==> src/rtl/mvu_fold_seq_if.sv <==
// mvu_fold_seq_if: control bundle between the fold sequencer and the MVU datapath
interface mvu_fold_seq_if #(
  parameter int IBW = 2,
  parameter int WAW = 4
);
  logic           in_v;
  logic           in_rdy;
  logic           ib_wr_en;
  logic [IBW-1:0] ib_addr;
  logic           src_sel;
  logic [WAW-1:0] wmem_addr;
  logic           issue;
  logic           acc_clr;
  logic           pe_en;
  logic           out_v;
  logic           out_rdy;
  modport master (
    input  in_v, out_rdy,
    output in_rdy, ib_wr_en, ib_addr, src_sel, wmem_addr, issue, acc_clr, pe_en, out_v
  );
  modport slave (
    output in_v, out_rdy,
    input  in_rdy, ib_wr_en, ib_addr, src_sel, wmem_addr, issue, acc_clr, pe_en, out_v
  );
endinterface

==> src/rtl/mvu_fold_seq.sv <==
// mvu_fold_seq: SF x NF fold sequencer; fills the input buffer on neuron fold 0, replays it after
module mvu_fold_seq #(
  parameter int MatrixW = 16,
  parameter int MatrixH = 12,
  parameter int SIMD    = 4,
  parameter int PE      = 4,
  parameter int PE_LAT  = 2
) (
  input  logic           clk,
  input  logic           rst,
  mvu_fold_seq_if.master ctl_io
);
  localparam int SF  = MatrixW / SIMD;
  localparam int NF  = MatrixH / PE;
  localparam int IBW = SF > 1 ? $clog2(SF) : 1;
  localparam int NFW = NF > 1 ? $clog2(NF) : 1;
  localparam int WAW = SF * NF > 1 ? $clog2(SF * NF) : 1;
  typedef enum logic {FILL, REUSE} state_t;
  state_t            state_q, state_d;
  logic [IBW-1:0]    sf_q, sf_d;
  logic [NFW-1:0]    nf_q, nf_d;
  logic [PE_LAT-1:0] tag_q, tag_d;
  logic              stall, in_rdy, issue, sf_wrap, nf_wrap, last;
  always_comb begin
    stall   = tag_q[PE_LAT-1] && !ctl_io.out_rdy;
    in_rdy  = !rst && state_q == FILL && !stall;
    issue   = state_q == FILL ? ctl_io.in_v && in_rdy : !stall;
    sf_wrap = sf_q == IBW'(SF - 1);
    nf_wrap = nf_q == NFW'(NF - 1);
    last    = issue && sf_wrap;
    sf_d    = issue ? (sf_wrap ? '0 : sf_q + 1'b1) : sf_q;
    nf_d    = last ? (nf_wrap ? '0 : nf_q + 1'b1) : nf_q;
    state_d = last ? (nf_wrap ? FILL : REUSE) : state_q;
    // last tags ride alongside the datapath so out_v lines up with the accumulator result
    tag_d   = stall ? tag_q : (tag_q << 1) | PE_LAT'(last);
  end
  always_ff @(posedge clk or posedge rst) begin
    if (rst) begin
      state_q <= FILL;
      sf_q    <= '0;
      nf_q    <= '0;
      tag_q   <= '0;
    end else begin
      state_q <= state_d;
      sf_q    <= sf_d;
      nf_q    <= nf_d;
      tag_q   <= tag_d;
    end
  end
  assign ctl_io.in_rdy    = in_rdy;
  assign ctl_io.issue     = issue;
  assign ctl_io.ib_wr_en  = state_q == FILL && issue;
  assign ctl_io.ib_addr   = sf_q;
  assign ctl_io.src_sel   = state_q == REUSE;
  assign ctl_io.wmem_addr = WAW'(nf_q * SF + sf_q);
  assign ctl_io.acc_clr   = issue && sf_q == '0;
  assign ctl_io.pe_en     = !stall;
  assign ctl_io.out_v     = tag_q[PE_LAT-1];
endmodule

==> src/flat_wrapper.sv <==
// flat-port wrapper written by rule: the top's interface ports become plain ports
module mvu_fold_seq_flat 
#(
  parameter int MatrixW = 16,
  parameter int MatrixH = 12,
  parameter int SIMD    = 4,
  parameter int PE      = 4,
  parameter int PE_LAT  = 2
)
  (clk, rst, ctl_io_in_v, ctl_io_out_rdy, ctl_io_in_rdy, ctl_io_ib_wr_en, ctl_io_ib_addr, ctl_io_src_sel, ctl_io_wmem_addr, ctl_io_issue, ctl_io_acc_clr, ctl_io_pe_en, ctl_io_out_v);
  mvu_fold_seq_if #(.IBW(2), .WAW(4)) ctl_io_i ();
  input  logic clk;
  input  logic rst;
  input wire logic [$bits(ctl_io_i.in_v)-1:0] ctl_io_in_v;
  input wire logic [$bits(ctl_io_i.out_rdy)-1:0] ctl_io_out_rdy;
  output wire logic [$bits(ctl_io_i.in_rdy)-1:0] ctl_io_in_rdy;
  output wire logic [$bits(ctl_io_i.ib_wr_en)-1:0] ctl_io_ib_wr_en;
  output wire logic [$bits(ctl_io_i.ib_addr)-1:0] ctl_io_ib_addr;
  output wire logic [$bits(ctl_io_i.src_sel)-1:0] ctl_io_src_sel;
  output wire logic [$bits(ctl_io_i.wmem_addr)-1:0] ctl_io_wmem_addr;
  output wire logic [$bits(ctl_io_i.issue)-1:0] ctl_io_issue;
  output wire logic [$bits(ctl_io_i.acc_clr)-1:0] ctl_io_acc_clr;
  output wire logic [$bits(ctl_io_i.pe_en)-1:0] ctl_io_pe_en;
  output wire logic [$bits(ctl_io_i.out_v)-1:0] ctl_io_out_v;
  assign ctl_io_i.in_v = ctl_io_in_v;
  assign ctl_io_i.out_rdy = ctl_io_out_rdy;
  assign ctl_io_in_rdy = ctl_io_i.in_rdy;
  assign ctl_io_ib_wr_en = ctl_io_i.ib_wr_en;
  assign ctl_io_ib_addr = ctl_io_i.ib_addr;
  assign ctl_io_src_sel = ctl_io_i.src_sel;
  assign ctl_io_wmem_addr = ctl_io_i.wmem_addr;
  assign ctl_io_issue = ctl_io_i.issue;
  assign ctl_io_acc_clr = ctl_io_i.acc_clr;
  assign ctl_io_pe_en = ctl_io_i.pe_en;
  assign ctl_io_out_v = ctl_io_i.out_v;
  mvu_fold_seq #(.MatrixW(MatrixW), .MatrixH(MatrixH), .SIMD(SIMD), .PE(PE), .PE_LAT(PE_LAT)) u_core (.clk(clk), .rst(rst), .ctl_io(ctl_io_i));
endmodule
==> config.mk <==
export PLATFORM = sky130hd
export DESIGN_NAME = mvu_fold_seq_flat
export DESIGN_NICKNAME = d
export VERILOG_FILES = /design/src/rtl/mvu_fold_seq_if.sv /design/src/rtl/mvu_fold_seq.sv /design/src/flat_wrapper.sv
export SDC_FILE = /design/constraint.sdc
export NUM_CORES = 1
export LEC_CHECK = 0
export BUFFER_PORTS_ARGS = -buffer_cell sky130_fd_sc_hd__buf_2
export CORE_AREA = 2 2 39 41
export DETAILED_ROUTE_END_ITERATION = 7
export DIE_AREA = 0 0 41 43
export PLACE_DENSITY = 0.61
export SYNTH_ARGS = -nofsm -noshare
export SYNTH_HDL_FRONTEND = slang
export SYNTH_SLANG_ARGS = --single-unit
==> constraint.sdc <==
create_clock -name clk -period 2.5 [get_ports clk]
set_clock_uncertainty 0.2 [all_clocks]
set_input_delay 0.375 -clock clk [delete_from_list [all_inputs] [get_ports clk]]
set_output_delay 0.375 -clock clk [all_outputs]
set_load 0.01 [all_outputs]
; ---- Yosys cells after proc, flatten, opt, wreduce, memory -nomap -nowiden
; Cells that the tools add are included.
[totals]
reg_bits = 7
latchBits = 0
mem_bits_rw = 0
romBits = 0
output_inout_bits = 13
memories = 0
[op_classes]
addsub = 3
mul = 0
div_mod_pow = 0
order_cmp = 0
n_eq_ne = 2
shifts = 0
mux = 4
bitwise = 2
reduce_logical = 11
[ops]
columns = operator, n
row1 = 1-bit logical AND, 7
row2 = 2-bit by 1-bit adder with 2-bit output (second input constant), 2
row3 = 4-bit by 2-bit adder with 4-bit output, 1
row4 = 2-bit equality test (second input constant), 2
row5 = 2-bit two-way mux, 2
row6 = 1-bit zero test, 3
row7 = 2-bit zero test, 1
row8 = 1-bit two-way mux, 2
row9 = 2-bit by 1-bit OR with 2-bit output, 1
row10 = 1-bit NOT, 1

; ---- Depth between registers and ports, before layout
; Gate-level depths: netlist (run 1).
[depth]
ltp_word = 8
mapped_depth = 4
depth_no_buf = 4

; ---- Worst setup path after synthesis (run 1)
; No wires, ideal clock.
[synth_path]
kind = flip-flop to output port
start = reg u_core.state_q, in the netlist u_core.ctl_io.src_sel
end = out ctl_io_ib_wr_en
arrival_ps = 1061
slack_ps = 864
path_stages_with_launch = 3
cell_sequence = dfrtp_1 -> nor3_1 -> and2_1
[synth_via]
elab_chain_cells = 6
[synth_rtl]
columns = item, line
row1 = "start, declared", mvu_fold_seq.sv:19  ; state_t state_q, state_d;
row2 = "start signal, assigned", mvu_fold_seq.sv:44  ; state_q <= state_d;
row3 = 1-bit NOT, mvu_fold_seq.sv:26  ; in_rdy = !rst && state_q == FILL && !stall;
row4 = 1-bit logical AND (2 in series), mvu_fold_seq.sv:26
row5 = net ctl_io_in_rdy, flat_wrapper.sv:16  ; output wire logic [$bits(ctl_io_i.in_rdy)-1:0] ctl_io_in_rdy;
row6 = 1-bit logical AND, mvu_fold_seq.sv:27  ; issue = state_q == FILL ? ctl_io.in_v && in_rdy : !stall;
row7 = 1-bit two-way mux, mvu_fold_seq.sv:27
row8 = 1-bit logical AND, mvu_fold_seq.sv:52  ; assign ctl_io.ib_wr_en = state_q == FILL && issue;
row9 = "end, declared", flat_wrapper.sv:17  ; output wire logic [$bits(ctl_io_i.ib_wr_en)-1:0] ctl_io_ib_wr_en;
; The timed path passes the listed nets, and every way through them passes these cells.

; ---- Worst setup path in the final report (run 1)
[layout_path]
start = in rst
end = out ctl_io_acc_clr
[layout_via]
elab_chain_cells = 6
[layout_rtl]
columns = item, line
row1 = "start, declared", flat_wrapper.sv:13  ; input logic rst;
row2 = 1-bit zero test, mvu_fold_seq.sv:26
row3 = 1-bit logical AND (2 in series), mvu_fold_seq.sv:26
row4 = 1-bit logical AND, mvu_fold_seq.sv:27
row5 = 1-bit two-way mux, mvu_fold_seq.sv:27
row6 = 1-bit logical AND, mvu_fold_seq.sv:56  ; assign ctl_io.acc_clr = issue && sf_q == '0;
row7 = "end, declared", flat_wrapper.sv:22  ; output wire logic [$bits(ctl_io_i.acc_clr)-1:0] ctl_io_acc_clr;
; No other way between the ends.

==> results of run 1 <==
## power groups by stage
| stage | clock network (mW) | registers [mW] | logic (mW) |
|---|---|---|---|
| after global routing | 0.118 | 0.228 | 0.378 |
| final | 0.103 | 0.217 | 0.335 |
| after detailed placement | 0 | 0.221 | 0.338 |
| after CTS | 0.109 | 0.220 | 0.342 |
| after floorplan | 0 | 0.235 | 0.236 |
| after global placement | 0 | 0.216 | 0.337 |
## layout by cell type (no fill, tap or decap)
master	instances
o211ai_4	1
nor3_1	1
nor2b_4	1
clkbuf_1	1
inv_1	3
dfrtp_1	7
buf_2	16
clkbuf_4	3
nand2_1	2
and2_1	2
o21a_4	1
mux2_4	2
mux2_2	3
nand2b_1	2
nor2b_1	1
nor2_1	2
inv_2	1
ha_1	2
dlygate4sd3_1	1
nor2b_2	1
## sequential cells by signal, indices dropped and copies added (netlist names)
register	flops
u_core.ctl_io.ib_addr	2
u_core.nf_q	2
u_core.tag_q	2
u_core.ctl_io.src_sel	1
## kinds of logic (layout without fill, tap and decap cells)
group,count (synthesis),in the layout,synth area share (%)
AO/OA/AOI/OAI,2,2,8.977
flip-flops,7,7,43.34
multiplexers,5,5,15.79
adder cells (fa/ha/maj),2,2,6.191
buffers and inverters,6,25,7.428
AND/OR/NAND/NOR,12,12,18.27
## worst max-delay path, delay by kind of cell
kind,cells,cell delay (ns)
buffers and inverters,3,0.80
and+or+nand+nor,2,0.31
AOI/OAI and AO/OA,1,0.18
## cell type report
class                      instances  area, um2  area share, %
clock buffer                       4      26.28          5.000
tap                               16      20.02          3.810
multi-input combinational         21      198.9          37.86
inverter                           4      15.01          2.857
sequential                         7      175.2          33.33
timing repair buffer              17      90.09          17.14
## through the flow
stage,std cells,worst slack [ns],utilization [%],cell area [um2]
floorplan,34,0.8642,-,404.1
global placement,64,0.7990,35.35,489.2
detailed placement,64,0.7786,35.35,489.2
CTS,69,0.2606,37.97,525.5
global route,69,0.2146,37.97,525.5
finish,69,0.2557,37.97,525.5
## routing by layer
metal  up-vias  wire, um  GRT usage, %
li1        148         -             -
met3         2        62         4.712
met4         0        15         8.000
met1       138       313         9.934
met2        14       305         14.37
met5         -         0             0
## path summary, 6_finish.rpt
path	from	end	slack [ns]	depth (start not counted)
max in group asynchronous	rst	u_core.nf_q[1]$_DFFE_PP0P_	1.45	3
hold reg to reg	u_core.tag_q[0]$_DFFE_PP0P_	u_core.tag_q[1]$_DFFE_PP0P_	0.26	1
min in group asynchronous	rst	u_core.ctl_io.ib_addr[0]$_DFFE_PP0P_	0.44	3
setup reg to reg	u_core.ctl_io.ib_addr[0]$_DFFE_PP0P_	u_core.ctl_io.src_sel$_DFFE_PP0P_	1.02	3
setup / recovery	rst	ctl_io_acc_clr	0.26	6
hold / removal	ctl_io_out_rdy	u_core.tag_q[0]$_DFFE_PP0P_	0.21	4
==> summary.txt, run 1 <==
GRT
  – Vias in the first global route: 272
  – Largest net degree at the start of global routing: 8
  – First-pass GRT wire length: 1062 um
  – Antenna violations before repair: 0
  – Total grt overflow: 0
  – GRT Overall Usage: approximately 9.8%

Die
  – Starting density of the core: 29.20%
  – Cell Rows: 14
  – Die X: about 41 um
  – Core area: 0.001384 mm2
  – Chip height: 43 um
  – IO Count: 17
  – Die footprint: 0.001763 mm2

Timing
  – Period utilisation layout: 89.77%
  – Fin Hold WS: 0.2095 ns
  – Fin. max-slew vios: 0
  – Measured slew at the worst slew-check pin: 0.2767 ns
  – Fin crit period: 2.244 ns
  – Maximum clock rate: 445.6 MHz
  – Max_slew headroom: 81.53%
  – Post-Route Setup TNS: 0 ns
  – # setup viols final: 0
  – Final hold violation count: 0
  – RSZ-0062 raised after global routing: false

Synthesis
  – Ys flop type: dfrtp_1
  – Most frequent cell after synthesis: dfrtp_1
  – Post-synthesis sequential area ratio: 43.34%
  – Post-synthesis cell area: ~400 um2
  – Most frequent cells after synthesis: 7 x dfrtp_1, 3 x inv_1, 3 x mux2_2
  – Register bit total from synthesis: 7
  – Number of synthesized flops with an enable pin: 0
  – Synth unique cells: 17
  – Synth warnings: 0
  – Synthesized netlist cell count: 34
  – Net Count, Synth: 40
  – Share of the synthesized area in the top cell type: 43.34%
  – Largest cells by area after synthesis: dfrtp_1 43%, mux2_2 8.4%, mux2_4 7.4%, ha_1 6.2%, o211ai_4 5.3%
  – Largest area contributor in the netlist: dfrtp_1
  – Avg Cell Area, Syn: 11.89 um2
  – Fraction of registers with async set/reset: 100.0%

Drt
  – Final wirelength: 696 um
  – DR pass1 iterations: 2
  – Via density: 4.377
  – Post-route ant nets: 0
  – Total number of vias: between 300 and 400
  – 1st-iter DRT viols: 5
  – DRC Markers: 0
  – WL/cell: 10.09 um

Worst setup path
  – Crit path max fanout: 4
  – Worst path slowest cell: dlygate4sd3_1
  – Slowest stage delay, CP: 0.54 ns
  – Crit-path cells: dlygate4sd3_1 > buf_2 > nor2b_2 > o21a_4 > and2_1 > buf_2
  – CP required: 1.92 ns
  – Worst path most repeated cell: buf_2
  – Crit start category: input port
  – Data arrival, critical path: between 1.5 and 2 ns
  – Critical setup path kind: in -> out
  – CP endpoint kind: output pin

Clocking
  – Clk buf depth: 2
  – Worst skew pair latency: 0.25 ns
  – TritonCTS clock tree: built
  – Hold_buf cts: 1
  – Clock Sinks: 7
  – Resized cells post-CTS: 0
  – Clock transition at the registers of the reported paths: 0.05 ns
  – # Post-CTS Setup Buffers: 0
  – CTS Root Buffer Type: clkbuf_4
  – H-tree depth: 1
  – Num CTS Buffers: 3

Worst hold path
  – Tightest Hold Check Type: in -> reg

Place
  – PortBufs: 16
  – Gpl congestion: 0.6089
  – Detailed Place HPWL: 518.3 um

Power and ir drop
  – Worst vdd ir: 444.7 uV
  – P_leak: 0.2727 nW
  – Pint: between 400 and 500 uW
  – Flop pwr share: around 33%
  – PwrDens: 1248 mW/mm2
  – Switch share: a little under two fifths
  – Net switching power: 241.2 uW
  – Clock power frac: between 10% and 20%
  – Logic pwr share: 51.1%
  – PnR Total Power: approximately 660 uW

Job
  – Max cap viols: 0

Layout
  – Fillers: 149
  – P&R area growth vs syn: 30.03%
  – # nets final: 60
  – Antenna diode count: 0
  – Layout cells sized above 1: a little over half

Run status
  – Status: finished clean
No activity file was read; power rests on OpenSTA's default activity.
==> inputs of run 2 (changes only) <==
CAP_MARGIN = 20   (was default)
PLACE_DENSITY = 0.57   (was 0.61)
==> summary.txt, run 2 (synthesis gave the netlist of run 1 again) <==
Place
  – Gpl congestion: 0.5973 (-1.9%)
  – Detailed Place HPWL: 519.2 um (+0.17%)
  – Post-Place Setup Slack: 0.7901 ns (+0.01144 ns)
  – Placed Cells: 64 (unchanged)
  – PortBufs: 16 (unchanged)
  – Post-place instance area: 489.2 um2 (unchanged)

Worst setup path
  – Worst Setup SP: rst
  – Reg2Reg Depth: 3 (unchanged)
  – CP required: 1.92 ns (about the same)
  – Crit path max fanout: 4 (unchanged)
  – FF-to-FF Start: u_core.ctl_io.ib_addr[0]$_DFFE_PP0P_
  – CP endpoint kind: output pin
  – Reg2reg setup slack: 1.03 ns (about the same)
  – Critical setup path kind: in -> out
  – R2R Path End: u_core.ctl_io.src_sel$_DFFE_PP0P_
  – Crit start category: input port
  – Setup crit end: ctl_io_acc_clr
  – Data arrival, critical path: 1.65 ns (-0.02 ns)

Power and ir drop
  – PnR Total Power: 657.3 uW (+0.24%)
  – Worst vdd ir: 477.3 uV (+7.3%)
  – P_leak: 0.2727 nW (unchanged)
  – PwrDens: 1251 mW/mm2 (+0.24%)

Drt
  – Detail Route met3 WL: 55 um (-11%)
  – Uppermost layer routed: met4
  – Metal1 wirelength: 303 um (-3.2%)
  – Total number of vias: 295 (-2.3%)
  – DR pass1 iterations: 4 (+2)
  – WL/cell: 9.855 um (-2.3%)
  – 1st-iter DRT viols: 3 (-2)
  – Final wirelength: 680 um (-2.3%)
  – Post-route ant nets: 0 (unchanged)
  – DRC Markers: 0 (unchanged)
  – Met2 wire len: 289 um (-5.2%)
  – Via density: 4.275 (-2.3%)

Clocking
  – # Post-CTS Setup Buffers: 0 (unchanged)
  – Num CTS Buffers: 3 (unchanged)
  – Clock transition at the registers of the reported paths: 0.05 ns (about the same)
  – H-tree depth: 1 (unchanged)
  – Clk buf depth: 2 (unchanged)
  – Clock Sinks: 7 (unchanged)
  – Resized cells post-CTS: 0 (unchanged)
  – TritonCTS clock tree: built
  – Worst skew pair latency: 0.25 ns (about the same)
  – CTS Root Buffer Type: clkbuf_4

Timing
  – Fin crit period: 2.222 ns (-0.02254 ns)
  – RSZ-0062 raised after global routing: false
  – Maximum clock rate: 450.1 MHz (+1.0%)
  – Measured slew at the worst slew-check pin: 0.2894 ns (+0.01269 ns)
  – Max_slew headroom: 80.69% (-0.85 points)
  – Period utilisation layout: 88.87% (-0.90 points)
  – Worst Slack Setup Final: 0.2783 ns (+0.02254 ns)
  – # setup viols final: 0 (unchanged)
  – Fin Hold WS: 0.2042 ns (-0.005241 ns)
  – Fin. max-slew vios: 0 (unchanged)
  – Final hold violation count: 0 (unchanged)
  – Post-Route Setup TNS: 0 ns (unchanged)

Die
  – Starting density of the core: 29.20% (unchanged)
  – IO Count: 17 (unchanged)
  – Core area: 0.001384 mm2 (unchanged)
  – Die X: 41 um (unchanged)
  – Chip height: 43 um (unchanged)
  – Cell Rows: 14 (unchanged)
  – Die footprint: 0.001763 mm2 (unchanged)

GRT
  – Largest net degree at the start of global routing: 8 (unchanged)
  – First-pass GRT wire length: 972 um (-8.5%)
  – Total grt overflow: 0 (unchanged)
  – Vias in the first global route: 232 (-15%)
  – GRT Overall Usage: 9.302% (-0.53 points)
  – Antenna violations before repair: 0 (unchanged)

Worst hold path
  – Hold Path Stages: 4 (unchanged)
  – Tightest Hold Check Type: in -> reg

Layout
  – Layout cells sized above 1: 54.72% (unchanged)
  – Final instance count without filler cells: 69 (unchanged)
  – Util after Layout: 37.97% (unchanged)
  – Most frequent cells in the layout: 16 x buf_2, 7 x dfrtp_1, 3 x mux2_2, 3 x inv_1, 3 x clkbuf_4
  – Antenna diode count: 0 (unchanged)
  – Post-layout instance area: 525.5 um2 (unchanged)
  – Most common cell after layout, fill and taps aside: buf_2
  – P&R area growth vs syn: 30.03% (unchanged)
  – # nets final: 60 (unchanged)

Job
  – Max cap viols: 0 (unchanged)

Run status
  – Status: finished clean
## run 2: worst min path at each step
stage | from | endpoint | slack [ns]
4_1_cts | ctl_io_out_rdy | u_core.tag_q[0]$_DFFE_PP0P_ | 0.21
2_1_floorplan | rst | u_core.ctl_io.ib_addr[0]$_DFFE_PP0P_ | -0.02
6_report | ctl_io_out_rdy | u_core.tag_q[0]$_DFFE_PP0P_ | 0.20
3_3_place_gp | rst | u_core.ctl_io.ib_addr[0]$_DFFE_PP0P_ | 0.15
5_1_grt | ctl_io_out_rdy | u_core.tag_q[0]$_DFFE_PP0P_ | 0.21
3_5_place_dp | rst | u_core.ctl_io.ib_addr[0]$_DFFE_PP0P_ | 0.16
## run 2: critical path, stage by stage
cell and delay (ns):
dlygate4sd3_1 0.53, buf_2 0.14, nor2b_2 0.19, o21a_4 0.17, and2_1 0.11, buf_2 0.12
## run 2: layout make-up
cell class / instances / area [um2]
inverter: 4 / 15.01
tap: 16 / 20.02
fill: 148 / 858.3
sequential: 7 / 175.2
multi-input combinational: 21 / 198.9
clock buffer: 4 / 26.28
timing repair buffer: 17 / 90.09
## run 2: power by group
| group | leakage [nW] | internal, mW | total, mW | switching [mW] |
|---|---|---|---|---|
| registers | 0.0839 | 0.165 | 0.216 | 0.0516 |
| logic | 0.174 | 0.188 | 0.335 | 0.147 |
| clock network | 0.0150 | 0.0611 | 0.106 | 0.0447 |
## run 2: timing repair
action,4_1_cts,5_1_grt
hold buffers,1,0
setup endpoints to repair,0,0
endpoints found under the hold margin,7,0
## run 2: metal layers
layer / global-route usage, % / vias up
met5: 0 / -
met4: 10.00 / 0
met3: 4.712 / 4
met2: 10.94 / 12
met1: 10.86 / 134
li1: - / 145
==> inputs of run 3 (changes only) <==
BUFFER_PORTS_ARGS = -buffer_cell sky130_fd_sc_hd__buf_4   (was -buffer_cell sky130_fd_sc_hd__buf_2)
==> summary.txt, run 3 (synthesis gave the netlist of run 1 again) <==
GRT
  – GRT Overall Usage: 9.293% (-0.0094 points)
  – Largest net degree at the start of global routing: 8 (unchanged)
  – Antenna violations before repair: 0 (unchanged)
  – Vias in the first global route: 266 (+15%)
  – First-pass GRT wire length: 1048 um (+7.8%)
  – Total grt overflow: 0 (unchanged)

Drt
  – Via density: 4.232 (-1.0%)
  – Final wirelength: 669 um (-1.6%)
  – DR pass1 iterations: 1 (-3)
  – WL/cell: 9.696 um (-1.6%)
  – Total number of vias: 292 (-1.0%)
  – DRC Markers: 0 (unchanged)
  – Post-route ant nets: 0 (unchanged)
  – 1st-iter DRT viols: 0 (-3)

Layout
  – P&R area growth vs syn: 39.94%
  – Fillers: 150 (+1.4%)
  – Most frequent cells in the layout: 16 x buf_4, 7 x dfrtp_1, 3 x mux2_2, 3 x inv_1, 3 x clkbuf_4
  – Multi-input gate area: 198.9 um2 (unchanged)
  – Most common cell after layout, fill and taps aside: buf_4
  – Final instance count without filler cells: 69 (unchanged)
  – Layout cells sized above 1: 54.72% (unchanged)
  – Sequential cell area: 175.2 um2 (unchanged)
  – Antenna diode count: 0 (unchanged)
  – # nets final: 60 (unchanged)
  – Post-layout instance area: 565.5 um2 (+7.6%)

Power and ir drop
  – P_leak: 0.2849 nW (+4.5%)
  – PwrDens: 1240 mW/mm2 (-0.83%)
  – Worst vdd ir: 425.0 uV (-11%)

Die
  – Cell Rows: 14 (unchanged)
  – Die X: 41 um (unchanged)
  – Core area: 0.001384 mm2 (unchanged)
  – IO Count: 17 (unchanged)
  – Starting density of the core: 29.20% (unchanged)
  – Die footprint: 0.001763 mm2 (unchanged)
  – Chip height: 43 um (unchanged)

Clocking
  – Clk buf depth: 2 (unchanged)
  – Clock transition at the registers of the reported paths: 0.05 ns (about the same)
  – Worst skew pair latency: 0.25 ns (about the same)
  – Num CTS Buffers: 3 (unchanged)
  – H-tree depth: 1 (unchanged)
  – # Post-CTS Setup Buffers: 0 (unchanged)
  – Resized cells post-CTS: 0 (unchanged)
  – TritonCTS clock tree: built
  – Clock Sinks: 7 (unchanged)
  – CTS Root Buffer Type: clkbuf_4

Worst hold path
  – Tightest Hold Check Type: in -> reg
  – Hold Crit Start: ctl_io_out_rdy

Place
  – Placed Cells: 64 (unchanged)
  – PortBufs: 16 (unchanged)
  – Detailed Place HPWL: 507.6 um (-2.2%)
  – Post-place instance area: 529.3 um2 (+8.2%)
  – Gpl congestion: 0.6022 (+0.82%)

Worst setup path
  – CP required: 1.92 ns (about the same)
  – CP endpoint kind: output pin
  – Data arrival, critical path: 1.66 ns (about the same)
  – Crit start category: input port
  – Critical setup path kind: in -> out
  – FF-to-FF Start: u_core.ctl_io.ib_addr[0]$_DFFE_PP0P_
  – Crit path max fanout: 4 (unchanged)
  – Worst Setup SP: rst

Job
  – Max cap viols: 0 (unchanged)

Timing
  – RSZ-0062 raised after global routing: false
  – Fin crit period: 2.230 ns (+0.008634 ns)
  – Max_slew headroom: 80.94% (+0.25 points)
  – Fin. max-slew vios: 0 (unchanged)
  – Final hold violation count: 0 (unchanged)
  – Post-Route Setup TNS: 0 ns (unchanged)
  – Fin Hold WS: 0.1947 ns (-0.009498 ns)
  – Measured slew at the worst slew-check pin: 0.2856 ns (-0.003819 ns)
  – Maximum clock rate: 448.4 MHz (-0.39%)
  – Period utilisation layout: 89.22% (+0.35 points)
  – # setup viols final: 0 (unchanged)

Run status
  – Status: finished clean
## run 3: cell type report
cell class	count	area share, %
timing repair buffer	17	23.01
clock buffer	4	4.646
multi-input combinational	21	35.18
inverter	4	2.655
sequential	7	30.97
tap	16	3.540
## run 3: path summary, 6_finish.rpt
| kind | to | slack [ns] | cells after the start |
|---|---|---|---|
| max reg2reg | u_core.ctl_io.src_sel$_DFFE_PP0P_ | 1.02 | 3 |
| max | ctl_io_acc_clr | 0.27 | 6 |
| min in group asynchronous | u_core.ctl_io.ib_addr[0]$_DFFE_PP0P_ | 0.44 | 3 |
| min | u_core.tag_q[0]$_DFFE_PP0P_ | 0.19 | 4 |
| min reg2reg | u_core.tag_q[1]$_DFFE_PP0P_ | 0.25 | 1 |
| max in group asynchronous | u_core.nf_q[0]$_DFFE_PP0P_ | 1.44 | 3 |
## run 3: critical path: stages
cell and delay (ns):
dlygate4sd3_1 0.54, buf_4 0.14, nor2b_2 0.19, o21a_4 0.18, and2_1 0.12, buf_4 0.11
## run 3: per-layer routing
layer	global-route usage, %	wire [um]
met1	10.82	287
met2	12.81	302
met3	4.712	62
met4	6.000	16
met5	0	0
## run 3: repair_timing
item                       in CTS  in global routing
setup endpoints to repair       0                  0
hold buffers                    1                  0
hold endpoints to repair        7                  0
## run 3: power breakdown
part	leakage (nW)	internal, mW	switching (mW)
Sequential	0.0839	0.165	0.0548
Combinational	0.186	0.232	0.146
Clock	0.0150	0.0610	0.0428
Total	0.285	0.458	0.244
## run 3: stage by stage
step	power, mW	utilization (%)	worst slack (ns)
after floorplan	0.4708	-	0.8642
after global placement	0.5997	38.25	0.7740
after detailed placement	0.6066	38.25	0.7712
after CTS	0.7151	40.87	0.2652
after global routing	0.7596	40.87	0.2044
final	0.7015	40.87	0.2696
